$ cat src/rtl/jtframe_scan2x_ctrl.sv
// jtframe_scan2x_ctrl: ping-pong line-buffer sequencer for a x2 scan doubler
// ports: base_cen/basex2_cen pixel enables, HS input sync (active high), scanlines dim enable;
//  wr_en/wr_addr/wr_bank drive the line RAM write side, rd_addr/rd_bank/rd_dim the read side,
//  x2_HS is the doubled sync, locked/line_len report the measured input line
module jtframe_scan2x_ctrl #(
  parameter int AW         = 9,
  parameter int LOCK_LINES = 2,
  parameter int HSW        = 32
) (
  input  logic          clk,
  input  logic          rst_n,
  input  logic          base_cen,
  input  logic          basex2_cen,
  input  logic          HS,
  input  logic          scanlines,
  output logic          wr_en,
  output logic [AW-1:0] wr_addr,
  output logic          wr_bank,
  output logic [AW-1:0] rd_addr,
  output logic          rd_bank,
  output logic          rd_dim,
  output logic          x2_HS,
  output logic          locked,
  output logic [AW:0]   line_len
);
  typedef enum logic [1:0] {WAIT, MEAS, LOCK} state_t;
  localparam logic [AW-1:0] MAX      = '1;
  localparam logic [AW-1:0] HSW_LAST = AW'(HSW - 1);
  state_t state_q, state_d;
  logic hs_q, hs_d, hs_rise, ovf, meas, same, lock, last, start;
  logic [AW-1:0] cnt_q, cnt_d, wr_addr_q, wr_addr_d, rd_addr_q, rd_addr_d, hcnt_q, hcnt_d;
  logic [AW:0] line_len_q, line_len_d, len_new;
  logic [3:0] match_q, match_d;
  logic wr_en_q, wr_en_d, wr_bank_q, wr_bank_d, pass_q, pass_d, done_q, done_d;
  logic rd_dim_q, rd_dim_d, x2_hs_q, x2_hs_d, locked_q, locked_d;
  always_comb begin
    hs_d       = base_cen ? HS : hs_q;
    hs_rise    = base_cen & HS & ~hs_q;
    // pixel counter saturates; one more pixel past the end is an overflow
    ovf        = base_cen & ~hs_rise & (cnt_q == MAX);
    cnt_d      = !base_cen ? cnt_q : hs_rise ? '0 : ovf ? cnt_q : cnt_q + AW'(1);
    wr_en_d    = base_cen & (state_q != WAIT) & ~ovf;
    wr_addr_d  = wr_en_d ? cnt_d : wr_addr_q;
    meas       = hs_rise & (state_q != WAIT);
    wr_bank_d  = wr_bank_q ^ meas;
    len_new    = {1'b0, cnt_q} + (AW+1)'(1);
    same       = len_new == line_len_q;
    line_len_d = meas ? len_new : line_len_q;
  end
  // match_cnt counts consecutive equal lines; 0 means no line measured yet since WAIT
  always_comb begin
    state_d = state_q;
    match_d = match_q;
    case (state_q)
      WAIT: begin
        match_d = '0;
        state_d = hs_rise ? MEAS : WAIT;
      end
      MEAS: begin
        if (ovf) state_d = WAIT;
        else if (hs_rise) begin
          match_d = (same && match_q != '0) ? match_q + 4'd1 : 4'd1;
          state_d = (match_d == 4'(LOCK_LINES)) ? LOCK : MEAS;
        end
      end
      LOCK: begin
        if (ovf) state_d = WAIT;
        else if (hs_rise && !same) begin
          match_d = 4'd1;
          state_d = MEAS;
        end
      end
      default: state_d = WAIT;
    endcase
  end
  always_comb begin
    locked_d  = state_q == LOCK;
    lock      = state_q == LOCK;
    last      = {1'b0, rd_addr_q} == line_len_q - (AW+1)'(1);
    // a pass begins on the input line start or when pass 0 wraps into pass 1
    start     = basex2_cen & lock & (hs_rise | (last & ~pass_q & ~done_q));
    rd_addr_d = !lock ? '0 : !basex2_cen ? rd_addr_q : hs_rise ? '0 : done_q ? rd_addr_q :
                last ? (pass_q ? rd_addr_q : '0) : rd_addr_q + AW'(1);
    pass_d    = !lock ? 1'b0 : !basex2_cen ? pass_q : hs_rise ? 1'b0 : (last & ~done_q) | pass_q;
    done_d    = !lock ? 1'b0 : !basex2_cen ? done_q : hs_rise ? 1'b0 : done_q | (last & pass_q);
    rd_dim_d  = !lock ? 1'b0 : basex2_cen ? scanlines & pass_d : rd_dim_q;
    x2_hs_d   = !lock ? HS : !basex2_cen ? x2_hs_q : start ? 1'b1 :
                (x2_hs_q && hcnt_q == HSW_LAST) ? 1'b0 : x2_hs_q;
    hcnt_d    = !lock ? '0 : !basex2_cen ? hcnt_q : start ? '0 :
                (x2_hs_q && hcnt_q != HSW_LAST) ? hcnt_q + AW'(1) : hcnt_q;
  end
  always_ff @(posedge clk or negedge rst_n) begin
    if (!rst_n) begin
      state_q    <= WAIT;
      hs_q       <= 1'b0;
      cnt_q      <= '0;
      match_q    <= '0;
      wr_en_q    <= 1'b0;
      wr_addr_q  <= '0;
      wr_bank_q  <= 1'b0;
      line_len_q <= '0;
      rd_addr_q  <= '0;
      pass_q     <= 1'b0;
      done_q     <= 1'b0;
      rd_dim_q   <= 1'b0;
      x2_hs_q    <= 1'b0;
      hcnt_q     <= '0;
      locked_q   <= 1'b0;
    end else begin
      state_q    <= state_d;
      hs_q       <= hs_d;
      cnt_q      <= cnt_d;
      match_q    <= match_d;
      wr_en_q    <= wr_en_d;
      wr_addr_q  <= wr_addr_d;
      wr_bank_q  <= wr_bank_d;
      line_len_q <= line_len_d;
      rd_addr_q  <= rd_addr_d;
      pass_q     <= pass_d;
      done_q     <= done_d;
      rd_dim_q   <= rd_dim_d;
      x2_hs_q    <= x2_hs_d;
      hcnt_q     <= hcnt_d;
      locked_q   <= locked_d;
    end
  end
  assign wr_en    = wr_en_q;
  assign wr_addr  = wr_addr_q;
  assign wr_bank  = wr_bank_q;
  assign rd_addr  = rd_addr_q;
  assign rd_bank  = ~wr_bank_q;
  assign rd_dim   = rd_dim_q;
  assign x2_HS    = x2_hs_q;
  assign locked   = locked_q;
  assign line_len = line_len_q;
endmodule
$ cat config.mk
export PLATFORM = sky130hd
export DESIGN_NAME = jtframe_scan2x_ctrl
export DESIGN_NICKNAME = d
export VERILOG_FILES = /design/src/rtl/jtframe_scan2x_ctrl.sv
export SDC_FILE = /design/constraint.sdc
export NUM_CORES = 1
export LEC_CHECK = 0
export ABC_AREA = 1
export CELL_PAD_IN_SITES_DETAIL_PLACEMENT = 1
export CELL_PAD_IN_SITES_GLOBAL_PLACEMENT = 2
export CORE_MARGIN = 2
export CORE_UTILIZATION = 40
export DETAILED_ROUTE_END_ITERATION = 7
export DONT_BUFFER_PORTS = 1
export PLACE_DENSITY_LB_ADDON = 0.2
export SLEW_MARGIN = 20
export SYNTH_ARGS = -nofsm -noshare
export SYNTH_HDL_FRONTEND = slang
export SYNTH_SLANG_ARGS = --single-unit
$ cat constraint.sdc
create_clock -name clk -period 4.5 [get_ports clk]
set_clock_uncertainty 0.2 [all_clocks]
set_input_delay 0.675 -clock clk [delete_from_list [all_inputs] [get_ports clk]]
set_output_delay 0.675 -clock clk [all_outputs]
set_load 0.05 [all_outputs]
==> results, run 1 <==
- The run finished with clean final reports.
- The post-synthesis to final-layout area growth is 10.6%.
- The last weighted congestion value of the routability-driven placer is 0.818.
- The post-synthesis sequential element count is 60.
- STA puts the critical path data arrival time at around 3.3 ns.
- The total count of hold-check failures in the final report is 0.
- The detailed-router iteration count before antenna repair is 4.
- The total vias in the final route is between 3,000 and 4,000.
- The floorplan step defined a core boundary enclosing approximately 8800 um^2.
- The worst setup path category is reg -> reg.
- Once the clock tree was built, the resizer swapped 0 gates to a different size.
- Clock tree synthesis found a total of 60 sinks.
- The synthesized area per cell is 7.45 um^2.
- Entering global routing, the biggest net connects 61 pins.
- After filler insertion, the fill cell instance count of the layout stands at between 1,000 and 1,500.
- The number of nets in the layout is 515.
- The number of warnings reported in the yosys synthesis log is 0.
- The peak supply drop is ~0.00023 V.
- The CTS buffer count is 9.
- The worst slew margin relative to its limit is 0.552.
- The number of standard cells after synthesis is approximately 500.
- In this run the worst path has a maximum fanout of 8.
- For this run, the register share of the synthesized area comes to 0.412.
- The ratio of final minimum period to clock period is 0.729.
- The post-synth net total is between 500 and 600.
- The wire length per cell after detailed routing is between 15 and 20 um.
- The cell with the biggest individual delay on the critical path is dfrtp_1.
- For this block, the initial DRC count from the detailed router was 78.
- The total number of placement rows is 34.
- The number of antenna violations at the first check in global routing is 0.
- The total detailed-routing wirelength is roughly 9300 um.
- Once detailed placement completed, the half-perimeter wirelength came to around 7100 um.
- The aggregate global routing overflow is 0.
- The predominant post-synthesis flop cell is dfrtp_1.
- Setup violations remaining at the end of the flow were counted as 0.
- Leaving out fill and tap cells, the most frequent cell in the layout is nand2_1.
- The final antenna-violating net count is 0.
- The number of max-slew violations in the final report is 0.
- The number of global-route vias before repair is ~3,500.
- The later-pin clock latency in the skew report is approximately 0.34 ns.
- The number of primary I/O pins is 40.
- In the final layout, flip-flops and latches occupy around 1500 um^2.
- The first-pass GRT wire length is about 16,000 um.
- The chip height is 99.5 um.
- CTS placed an instance of clkbuf_8 at the clock tree root.
- The final critical delay including setup and external delays is between 3 and 4 ns.
- The cell area that synthesis handed to floorplanning was 3650 um^2.
- For this configuration, the core starts out at a cell density of 0.416.
- The maximum root-to-sink buffer count is 2.
- Of all flip-flops after synthesis, the portion carrying an async set or reset was 1.00.
- Once layout is complete, the utilization of the core stands at 0.460.
- The floorplan step defined a die boundary enclosing 9900 um^2.
- After detailed routing, the number of remaining DRC violations is 0.
- The number of H-tree levels is 3.
- The top cell types in the final layout, fill and taps aside, are nand2_1 (145), inv_1 (63), dfrtp_1 (60), nand3_1 (46), nor2_1 (39).
- The number of max-cap violations is 0.
- The upper clock frequency limit is between 300 and 400 MHz.
- The static leakage is 2.06 nW.
- The pin slew with the least headroom to its limit is roughly 0.67 ns.
- After detailed routing, the number of vias per cell comes to about 5.2.
- STA puts the critical path data required time at around 4.5 ns.
- The worst setup path is launched from a flip-flop.
- TritonCTS built the clock tree.
- The signal on the critical path passes through ha_1 > nand2_2 > nor2_1 > nand3_1 > nor2_1 > ha_1 > xor2_1 > nor2_1 > nand3_1 > nor2_1 > nand4_1 > nor2_2 > nand4_1 > nand2_1 > nand2_1 > nand2_1 > nand2_1.
- Clock-pin slew was measured on the worst setup and hold paths at ~0.070 ns.
- In this run the tool buffered the top-level ports with 0 buffer cells.
- The die width is between 90 and 100 um.
- The worst hold path belongs to the class in -> reg.
- The maximum single-stage delay on the critical path is approximately 0.50 ns.
- The aggregate negative setup slack is 0 ns.
- STA classifies the critical path endpoint as a flip-flop.
- The total power divided by cell area is 562 nW/um^2.
- In the global route stage, overall resource usage came out at 0.208.
- In this run, synthesis inferred 0 flip-flops with an integrated enable.
- In the final layout, the multi-input gates occupy roughly 1900 um^2.
- The number of inserted diodes is 0.
- Setup repair after global routing left no endpoint under its margin.
- The ratio of cells with drive above 1 in the final layout is 0.0895.
- Yosys mapped the design onto 34 distinct sky130hd cell types.
metrics by stage:
step                power, mW  hold WS (ns)  area [um^2]  worst slack, ns  instances
floorplan                1.49         0.179         3650             1.83        490
global placement         1.64         0.181         3750             1.27        593
detailed placement       1.67         0.181         3750             1.22        593
CTS                      2.30         0.262         4040             1.20        611
global route             2.45         0.287         4040            0.872        611
finish                   2.27         0.277         4040             1.22        611
synthesized netlist by cell type (2+ instances only):
library cell  number  share of area
xnor2_1            4         0.0096
nor4_1             2         0.0034
nand2_4            2         0.0062
ha_1              11          0.038
nor3_1             8          0.011
a21oi_1           10          0.014
nor2_2             4         0.0069
dfrtp_1           60           0.41
nand2_1          145           0.15
inv_2              2         0.0021
xor2_1            17          0.041
or2_2              3         0.0051
nand4_1           18          0.031
o21ai_2            9          0.022
nor3b_1            2         0.0041
o21ai_0           20          0.027
nor2_1            39          0.040
nor2_4             3         0.0093
nand3_1           46          0.063
o22ai_1            4         0.0069
buf_6              2         0.0062
clkbuf_1           2         0.0021
o21ai_1            3         0.0041
inv_1             63          0.065
nand2_2            2         0.0034
state kept, by name, summed over array words and instances, names as in the netlist:
name / count
rd_dim: 1
locked: 1
wr_bank: 1
hs_q: 1
rd_addr: 9
state_q: 2
pass_q: 1
wr_addr: 9
cnt_q: 9
hcnt_q: 9
line_len: 10
wr_en: 1
match_q: 4
x2_HS: 1
done_q: 1
repair_timing:
| action | 4_1_cts | 5_1_grt |
|---|---|---|
| setup buffers | 0 | 0 |
| hold buffers | 2 | 0 |
| hold endpoints to repair | 60 | 0 |
worst paths after layout:
path | depth (start not counted) | slack [ns] | to | startpoint
setup / recovery | 17 | 1.22 | state_q[0] | cnt_q[0]
hold / removal | 2 | 0.28 | rd_dim | scanlines
setup reg to reg | 17 | 1.22 | state_q[0] | cnt_q[0]
hold reg to reg | 2 | 0.34 | hcnt_q[1] | hcnt_q[1]
max in group asynchronous | 2 | 3.17 | rd_dim | rst_n
min in group asynchronous | 2 | 0.64 | wr_addr[2] | rst_n
critical path: cells and delay by family, from the launching register on:
family / cells / cell delay (ns)
AND/OR/NAND/NOR: 14 / 1.71
adder cells (fa/ha/maj): 2 / 0.55
flip-flops: 1 / 0.50
XOR/XNOR: 1 / 0.20
cell type report:
class	count	share of cell area
repair buffers	2	0.00930
well taps	108	0.0335
multi-input cells	360	0.463
flip-flops and latches	60	0.372
clock buffers	10	0.0341
clock inverters	6	0.0276
inverters	65	0.0605
kinds of logic (layout without fill, tap and decap cells):
group	Yosys count	after routing	share of synthesized area
AOI/OAI and AO/OA	49	49	0.0802
xor gates and xnor gates	21	21	0.0504
adders and majority gates	11	11	0.0377
DFF	60	60	0.412
and+or+nand+nor	279	279	0.344
buffers and inverters	70	83	0.0765
power by group:
part / internal, mW / switching [mW]
combinational: 0.239 / 0.457
sequential: 0.623 / 0.339
clock: 0.383 / 0.228
per-layer routing:
metal | up-vias | wire [um] | global-route usage
li1 | 1594 | - | -
met1 | 1532 | 4530 | 0.275
met2 | 38 | 4380 | 0.341
met3 | 10 | 311 | 0.0457
met4 | 0 | 117 | 0.0653
met5 | - | 0 | 0
Power figures use the tool's default switching activity.
==> run 2: changes to the inputs <==
Settings changed: CORE_UTILIZATION 40 to 37.
Clock period 4.5 ns to 3.1 ns, I/O delays scaled along.
==> run 2 against run 1 <==
Compared with the run above:
- final area increased by 3.1%
- routed wire length increased by 5.7%
- combinational power increased by 93%
- sequential power increased by 23%
- critical path depth unchanged
- sequential cell count unchanged
- worst setup slack got worse by 0.94 ns
- cell count increased by 7.7%
- utilization decreased by 3.1 points
- clock power increased by 3.8%
- die area increased by 7.8%
- register-to-register slack got worse by 0.94 ns
- largest cell class unchanged
- highest routed layer unchanged
==> results, run 2 (synthesis gave the netlist of run 1 again) <==
- The number of max-slew violations in the final report is 0.
- In the final routing, the length of wire on met1 measures 4660 um.
- After the first detailed-routing iteration, the DRC count stood at 83.
- The fill cell total of the finished layout is around 1,200.
- The first-pass GRT wire length is ~17,000 um.
- Power spread over the standard cell area amounts to around 760 nW/um^2.
- Across the run, the number of max-cap violations was 0.
- The smallest clock period supported by the final layout is computed as 2.82 ns.
- The peak supply drop is between 0.0003 and 0.0004 V.
- The HPWL after detailed placement is roughly 7500 um.
- At the end of the flow, the number of nets in the layout was about 540.
- The worst setup path is of the reg -> reg kind.
- The routed design uses 4790 um of met2 wire.
- The type of the most critical hold path is in -> reg.
- The pin count of the biggest net entering global routing is 61.
- The total count of hold-check failures in the final report is 0.
- The largest fanout on the critical path is 6.
- The floorplan has 36 rows.
- Input and output buffers added on the ports amount to 0.
- STA classifies the critical path endpoint as a flip-flop.
- The register with the most flip-flops in the layout has 10 of them.
- The aggregate negative setup slack is 0 ns.
- In the routed layout, each cell is associated on average with a via count of ~5.
- The aggregate global routing overflow is 0.
- In this run the count of I/O pins placed on the die edge is 40.
- The static leakage is ~2.1 nW.
- The detailed router placed roughly 3,300 vias in this run.
- Registers take approximately 1500 um^2.
- Clock latency on the worst-skew pair, taken at its later pin, is 0.35 ns.
- The data arrival time of the critical path is about 2.9 ns.
- After clock tree synthesis, the clock-pin slew on the worst setup and hold paths is 0.07 ns.
- Timing would allow up to 354 MHz.
- Setup repair after global routing could not meet its margin everywhere.
- No sink is reached through more buffers than the 2 on the longest clock path.
- The congestion estimate from routability-driven global placement came to ~0.81.
- The number of antenna violations at the first check in global routing is 0.
- The total detailed-routing wirelength is a little under 10,000 um.
- Leaving out fill and tap cells, the most frequent cells in the layout are nand2_1 (145), inv_1 (62), dfrtp_1 (60), nand3_1 (45), nor2_1 (38).
- Of the available clock period, the critical path in the final layout requires 0.911.
- The root cell of the clock tree is clkbuf_8.
- Leaving out fill and tap cells, the most frequent cell in the layout is nand2_1.
- The multi-input combinational cell area is about 1900 um^2.
- Data on the critical path is required at its endpoint by 3.13 ns.
- For this configuration, the core starts out at a cell density of 0.377.
- Across every metal layer, demand over resource in global routing totals 0.202.
- The number of clock buffers added by TritonCTS is 9.
- The number of inserted diodes is 0.
- The number of DRC violations after detailed routing is 0.
- The wire length per cell after detailed routing is roughly 15 um.
- The ratio of cells with drive above 1 in the final layout is 0.128.
- The worst slew margin relative to its limit is 0.611.
- Wire segments on met3 add up to roughly 280 um in the final route.
- The uppermost layer routed is met4.
- The number of H-tree levels is 3.
- The area of the die is around 11,000 um^2.
- The run finished with clean final reports.
- The count of clock tree sinks is 60.
- In this run the horizontal extent of the chip is just over 100 um.
- The core region is about 9700 um^2.
- Across all hold checks on the routed design, the worst slack comes to 0.0771 ns.
- The number of global-route vias before repair was between 3,000 and 4,000.
- The chip height is slightly above 100 um.
- Setup violations remaining at the end of the flow were counted as 0.
- The final antenna-violating net count is 0.
- The worst setup path is launched from a flip-flop.
- The detailed-router iteration count before antenna repair is 4.
- The TritonCTS clock tree is built.
- The post-synthesis to final-layout area growth is 14.0%.
- For the pin with the worst max-slew slack, the measured transition is 0.584 ns.
-- run 2: changes by cell type in the layout (fill, tap and decap cells not counted), sizes merged --
cell,previous run,this run
buf,1,23
clkbuf,10,14
bufinv,3,0
clkinvlp,1,0
-- run 2: final timing paths --
| check | start | endpoint | slack, ns | cells past startpoint |
|---|---|---|---|---|
| max in group asynchronous | rst_n | state_q[0] | 1.96 | 2 |
| min in group asynchronous | rst_n | line_len[1] | 0.46 | 2 |
| min reg2reg | hs_q | hs_q | 0.34 | 2 |
| max | cnt_q[1] | state_q[0] | 0.28 | 17 |
| max reg2reg | cnt_q[1] | state_q[0] | 0.28 | 17 |
| min | scanlines | rd_dim | 0.08 | 2 |
-- run 2: report_power, final --
group	switching [mW]	internal, mW	leakage [nW]
Sequential	0.273	0.909	0.810
Combinational	0.919	0.420	1.24
Clock	0.323	0.311	0.0844
Total	1.52	1.64	2.14
-- run 2: layer usage --
metal / vias to the layer above / GRT usage
li1: 1636 / -
met1: 1575 / 0.252
met5: - / 0
met2: 34 / 0.350
met4: 0 / 0.0729
met3: 10 / 0.0349
-- run 2: through the flow --
step           cells  utilization  power (mW)  area, um^2  setup slack [ns]
2_1_floorplan    490            -        2.16        3650             0.434
3_3_place_gp     639        0.407        2.48        3940             0.273
3_5_place_dp     639        0.407        2.51        3940             0.137
4_1_cts          657        0.427        3.19        4140             0.100
5_1_grt          658        0.430        3.40        4160          -0.00633
6_report         658        0.430        3.16        4160             0.276
-- run 2: what timing repair did --
action / CTS / global route
setup buffers: 0 / 1
endpoints found under the hold margin: 60 / 0
hold buffers: 2 / 0
gates resized for setup: 0 / 5
setup endpoints to repair: 0 / 6
-- run 2: layout make-up --
class	instances	area share
Clock buffer	14	0.0367
Clock inverter	2	0.00241
Inverter	65	0.0586
Multi-Input combinational cell	360	0.453
Sequential cell	60	0.361
Tap cell	133	0.0400
Timing Repair Buffer	24	0.0487
-- run 2: worst max-delay path, stage by stage, from the launching register on --
cell and delay, ns:
dfrtp_1 0.39, ha_2 0.23, nand2_2 0.09, nor2_2 0.15, nand3_2 0.11, nor2_1 0.11, ha_1 0.27, xor2_1 0.17
nor2_1 0.12, nand3_1 0.11, nor2_1 0.10, nand4_1 0.17, nor2_4 0.19, nand4_1 0.10, nand2_1 0.07, nand2_1 0.04
nand2_1 0.05, nand2_1 0.05
